<file path="src/rtl/dmem_initiator.sv">
// Data-port initiator for the 32-bit word-addressed memory bus: one load/store in
// flight, converted to a byte-masked word transaction, returning extended data or a fault.
module dmem_initiator #(
   parameter int TIMEOUT = 64
) (
   input  logic        clk,
   input  logic        rst,
   input  logic        req_valid,
   output logic        req_ready,
   input  logic        req_we,
   input  logic [2:0]  req_funct3,
   input  logic [31:0] req_addr,
   input  logic [31:0] req_wdata,
   output logic        rsp_valid,
   output logic [31:0] rsp_rdata,
   output logic [1:0]  rsp_fault,
   output logic [31:0] mem_addr,
   output logic [3:0]  mem_rmask,
   output logic [3:0]  mem_wmask,
   output logic [31:0] mem_wdata,
   input  logic [31:0] mem_rdata,
   input  logic        mem_resp
);
   typedef enum logic [1:0] {IDLE, WAIT, DRAIN} state_t;

   localparam logic [1:0] F_OK  = 2'b00;
   localparam logic [1:0] F_MIS = 2'b01;
   localparam logic [1:0] F_ILL = 2'b10;
   localparam logic [1:0] F_TMO = 2'b11;

   state_t      state;
   logic        we_q;
   logic [2:0]  f3_q;
   logic [1:0]  off_q;
   logic [3:0]  mask_q;
   logic [31:0] cnt;

   logic        ill, mis;
   logic [3:0]  bmask;
   logic [31:0] rep;
   logic [31:0] sh, ext;
   logic        live, tmo_hit;

   // Command decode: legality, alignment, byte lanes and replicated store data.
   always_comb begin
      case (req_funct3)
         3'b000, 3'b001, 3'b010: ill = 1'b0;
         3'b100, 3'b101:         ill = req_we;
         default:                ill = 1'b1;
      endcase
      mis = ((req_funct3[1:0] == 2'b01) && req_addr[0]) ||
            ((req_funct3[1:0] == 2'b10) && (req_addr[1:0] != 2'b00));
      case (req_funct3[1:0])
         2'b00: begin
            bmask = 4'b0001 << req_addr[1:0];
            rep   = {4{req_wdata[7:0]}};
         end
         2'b01: begin
            bmask = 4'b0011 << req_addr[1:0];
            rep   = {2{req_wdata[15:0]}};
         end
         default: begin
            bmask = 4'b1111;
            rep   = req_wdata;
         end
      endcase
   end

   always_comb begin
      sh = mem_rdata >> {off_q, 3'b000};
      case (f3_q)
         3'b000:  ext = {{24{sh[7]}}, sh[7:0]};
         3'b100:  ext = {24'd0, sh[7:0]};
         3'b001:  ext = {{16{sh[15]}}, sh[15:0]};
         3'b101:  ext = {16'd0, sh[15:0]};
         default: ext = sh;
      endcase
   end

   // Masks drop in the resp cycle so the responder never sees a second request.
   assign live      = (state == WAIT) && !mem_resp;
   assign mem_rmask = (live && !we_q) ? mask_q : 4'b0000;
   assign mem_wmask = (live &&  we_q) ? mask_q : 4'b0000;
   assign req_ready = (state == IDLE);
   assign tmo_hit   = (TIMEOUT != 0) && (cnt == 32'(TIMEOUT - 1));

   always_ff @(posedge clk) begin
      if (rst) begin
         state     <= IDLE;
         we_q      <= 1'b0;
         f3_q      <= 3'b000;
         off_q     <= 2'b00;
         mask_q    <= 4'b0000;
         cnt       <= 32'd0;
         mem_addr  <= 32'd0;
         mem_wdata <= 32'd0;
         rsp_valid <= 1'b0;
         rsp_rdata <= 32'd0;
         rsp_fault <= F_OK;
      end else begin
         rsp_valid <= 1'b0;
         case (state)
            IDLE: begin
               if (req_valid) begin
                  if (ill || mis) begin
                     rsp_valid <= 1'b1;
                     rsp_rdata <= 32'd0;
                     rsp_fault <= ill ? F_ILL : F_MIS;
                  end else begin
                     we_q      <= req_we;
                     f3_q      <= req_funct3;
                     off_q     <= req_addr[1:0];
                     mask_q    <= bmask;
                     mem_addr  <= {req_addr[31:2], 2'b00};
                     mem_wdata <= rep;
                     cnt       <= 32'd0;
                     state     <= WAIT;
                  end
               end
            end
            WAIT: begin
               if (mem_resp) begin
                  rsp_valid <= 1'b1;
                  rsp_rdata <= we_q ? 32'd0 : ext;
                  rsp_fault <= F_OK;
                  state     <= IDLE;
               end else if (tmo_hit) begin
                  rsp_valid <= 1'b1;
                  rsp_rdata <= 32'd0;
                  rsp_fault <= F_TMO;
                  state     <= DRAIN;
               end else begin
                  cnt <= cnt + 32'd1;
               end
            end
            DRAIN: begin
               // The late answer to the timed-out request is swallowed here.
               if (mem_resp) state <= IDLE;
            end
            default: state <= IDLE;
         endcase
      end
   end
endmodule

</file>
<file path="config.mk">
export PLATFORM = sky130hd
export DESIGN_NAME = dmem_initiator
export DESIGN_NICKNAME = d
export VERILOG_FILES = /design/src/rtl/dmem_initiator.sv
export SDC_FILE = /design/constraint.sdc
export NUM_CORES = 1
export LEC_CHECK = 0
export CORE_UTILIZATION = 42
export DETAILED_ROUTE_END_ITERATION = 16
export GPL_ROUTABILITY_DRIVEN = 0
export HOLD_SLACK_MARGIN = 0.15
export MAX_ROUTING_LAYER = met4
export PLACE_DENSITY_LB_ADDON = 0.12
export SLEW_MARGIN = 20
export SYNTH_ARGS = -nofsm -noshare
export SYNTH_HDL_FRONTEND = slang
export SYNTH_SLANG_ARGS = --single-unit
</file>
<file path="constraint.sdc">
create_clock -name clk -period 2.34 [get_ports clk]
set_clock_uncertainty 0.2 [all_clocks]
set_input_delay 0.468 -clock clk [delete_from_list [all_inputs] [get_ports clk]]
set_output_delay 0.468 -clock clk [all_outputs]
set_load 0.05 [all_outputs]
</file>
==> impl_metrics.ini <==
[global_routing]
first_global_vias = 6339
grt_usage = 0.256
antenna_found_initial = 1
grt_max_degree = 62
grt_pass1_wl_mm = 31.1
overflow = 0

[synthesis]
ys_types = 51
netlist_top_cells_area = dfxtp_1, nand2_1, a21oi_1, mux2i_1, nor2_1
syn_area_mm2 = 0.00633
postSynthCellCount = 773
yosysTopAreaCell = dfxtp_1
seq_area_frac_synth = 0.446
ys_warn_count = 0
async_flop_share = 0
ys.flop_type = dfxtp_1
synth-edff-count = 0
postSynthRegisterBits = 141
synth_top_area_share = 0.446
synth.avg_cell_area_um2 = 8.20

[setup_path]
cp-start-kind = register
crit_type = reg2reg
crit_required_ns = 2.49
cp_max_fo = 8
reg2reg_from = cnt[5]$_SDFFE_PP0P_
cp-end-kind = register
cp_data_arrival_time_ns = 2.48
crit_start = cnt[5]$_SDFFE_PP0P_

[die]
io_pins = 212
dieArea_mm2 = 0.0156
fp.coreArea_mm2 = 0.0146
rows = 44
die_w_um = 125
die_h_um = 125
start_util = 0.433

[clock_tree]
cts-root-buf = clkbuf_16
cts-htree-levels = 4
cts.sinks = 141
cts_inserted_buffers = 17
clock_path_buffers = 2
cts_tree = done
cts.clk_slew.worst_paths_ns = 0.06
clkLatencyLatePin_ns = 0.42

[timing]
tightest_slew_ns = 0.646
setup_viol = 0
slew_headroom = 0.569
slew_violations = 0
min_period_over_period = 0.993
rsz0062_at_grt = yes
max_freq_mhz = 430
hold_violations = 0
period_needed_ns = 2.32

[finish]
fin_nets = 1143
area_growth_pct = 60.6
drive_gt1_frac = 0.178
fin_area_mm2 = 0.0102
finalNonFillerCells = 1236

[run_status]
status = complete, but fails checks
violations = DRC

[drt]
vias = 6522
vias_per_cell = 5.28
drt_iter0_drc = 375
post_drt_wl_per_cell_um = 15.8
dr.pass1.iters = 12
final_antenna_net_count = 0
drc_errors = 11
drt_wl_total_mm = 19.5

[power_and_ir_drop]
p_leak_uw = 0.00387
ir_drop_uv = 516
pwr_density_cell_mw_per_mm2 = 661

[placed_design]
dpl.hpwl_mm = 13.6
dp.cells = 1192
port_buffers = 209
dpl-instance-area_mm2 = 0.00926

[worst_hold_path]
min_from = req_funct3[2]
hold_class = in2reg

[job]
drv_cap = 0
[cell usage in the layout (no fill, tap or decap), types with 4 or more instances in the layout]
master,instances
and2_1,4
a21oi_2,4
mux2i_1,36
a211oi_1,14
a22o_1,24
a211o_1,7
nand2_1,155
xnor2_1,19
nand3_1,11
clkdlybuf4s50_1,194
buf_4,90
and2_4,4
bufinv_16,5
nor2_1,68
a31o_2,4
a32o_1,7
o21ai_0,28
and3_1,8
a311oi_1,10
buf_12,14
a31oi_1,4
nand4_1,9
dfxtp_2,8
a41o_1,4
o211ai_1,8
dfxtp_1,131
a21oi_1,82
nor2b_1,9
nor3_1,7
clkbuf_8,5
clkbuf_16,17
[worst paths after layout]
kind                            slack, ns                   endpoint  depth (start not counted)
worst max-delay path                 0.02       cnt[28]$_SDFFE_PP0P_                          8
worst min-delay path                 0.20       f3_q[2]$_SDFFE_PP0P_                          3
worst max register to register       0.02       cnt[28]$_SDFFE_PP0P_                          8
worst min register to register       0.25  rsp_rdata[7]$_SDFFE_PP0P_                          2
[state kept, by name (all words and copies together), names as in the netlist]
register	flops
cnt	32
mem_wdata	32
rsp_rdata	32
mem_addr	30
mask_q	4
f3_q	3
off_q	2
rsp_fault	2
state	2
rsp_valid	1
we_q	1
[area by class of cell]
class                      count  area, um^2
sequential                   141        2840
fill                        1200        4470
antenna                        1        2.50
multi-input combinational    567        3420
timing repair buffer         307        2990
clock inverter                10         183
inverter                       4        15.0
tap                          184         230
clock buffer                  22         494
[report_power, final]
part / total (uW) / switching, uW / internal (uW)
registers: 2530 / 49.4 / 2480
clock network: 3050 / 1020 / 2030
logic: 1140 / 652 / 488
total: 6720 / 1720 / 5000
[cells by family after synthesis]
group / after synthesis / synth area share
adder cells (fa/ha/maj): 1 / 0.00197
flip-flops: 141 / 0.446
multiplexers: 37 / 0.0587
AO/OA/AOI/OAI: 206 / 0.211
other: 1 / 0.000592
AND/OR/NAND/NOR: 301 / 0.213
XOR/XNOR: 20 / 0.0277
buffers and inverters: 66 / 0.0415
[timing repair]
action | CTS | global route
endpoints found under the setup margin | 43 | 64
buffers inserted | 3 | 7
pin swaps | 3 | 13
cloned | 0 | 0
hold buffers | 1 | 0
hold endpoints to repair | 1 | 0
gates resized for setup | 16 | 27
[metrics by stage]
step,setup TNS [ns],power [uW],worst slack (ns),util,hold slack (ns)
after global routing,-0.202,6980,-0.0357,0.695,0.226
after floorplan,0,3200,0.0187,-,0.244
after global placement,-34.51,3700,-0.417,0.632,0.225
after CTS,-0.0187,6780,-0.0187,0.684,0.247
final,0,6720,0.0161,0.695,0.205
after detailed placement,-39.93,3710,-0.464,0.632,0.240
[layer usage]
metal | GRT usage | vias to the layer above | routed length [um]
met3 | 0.0795 | 21 | 1330
met2 | 0.430 | 197 | 9640
met5 | - | - | 0
met4 | 0.0717 | 0 | 306
met1 | 0.295 | 3053 | 8260
li1 | - | 3251 | -
[synth_stat cells (2+ instances only)]
library cell	n
inv_1	3
and2_1	8
nor2_1	68
nor3_1	8
nor2b_1	10
a31oi_1	4
buf_4	2
dfxtp_1	141
mux2i_1	36
a211o_1	8
and3_1	8
buf_2	6
a22o_1	24
o211ai_1	8
nand2_1	155
a41o_1	4
nand4_1	9
or3_2	3
a31o_2	4
buf_1	7
nand3_1	12
a21oi_1	86
or4_1	2
nor4_1	7
a311oi_1	10
a32o_1	7
xnor2_1	20
o21ai_1	2
clkbuf_1	47
a211oi_1	14
o21a_1	2
o21ai_0	28
nand2b_1	2
[critical path: stages (launching register included)]
cell     delay, ns
dfxtp_2       0.33
buf_4         0.13
and3_2        0.22
nand4_1       0.14
o21ai_2       0.09
buf_4         0.14
a211o_4       0.35
or4_4         0.52
a21oi_2       0.14
Power figures use the tool's default switching activity.
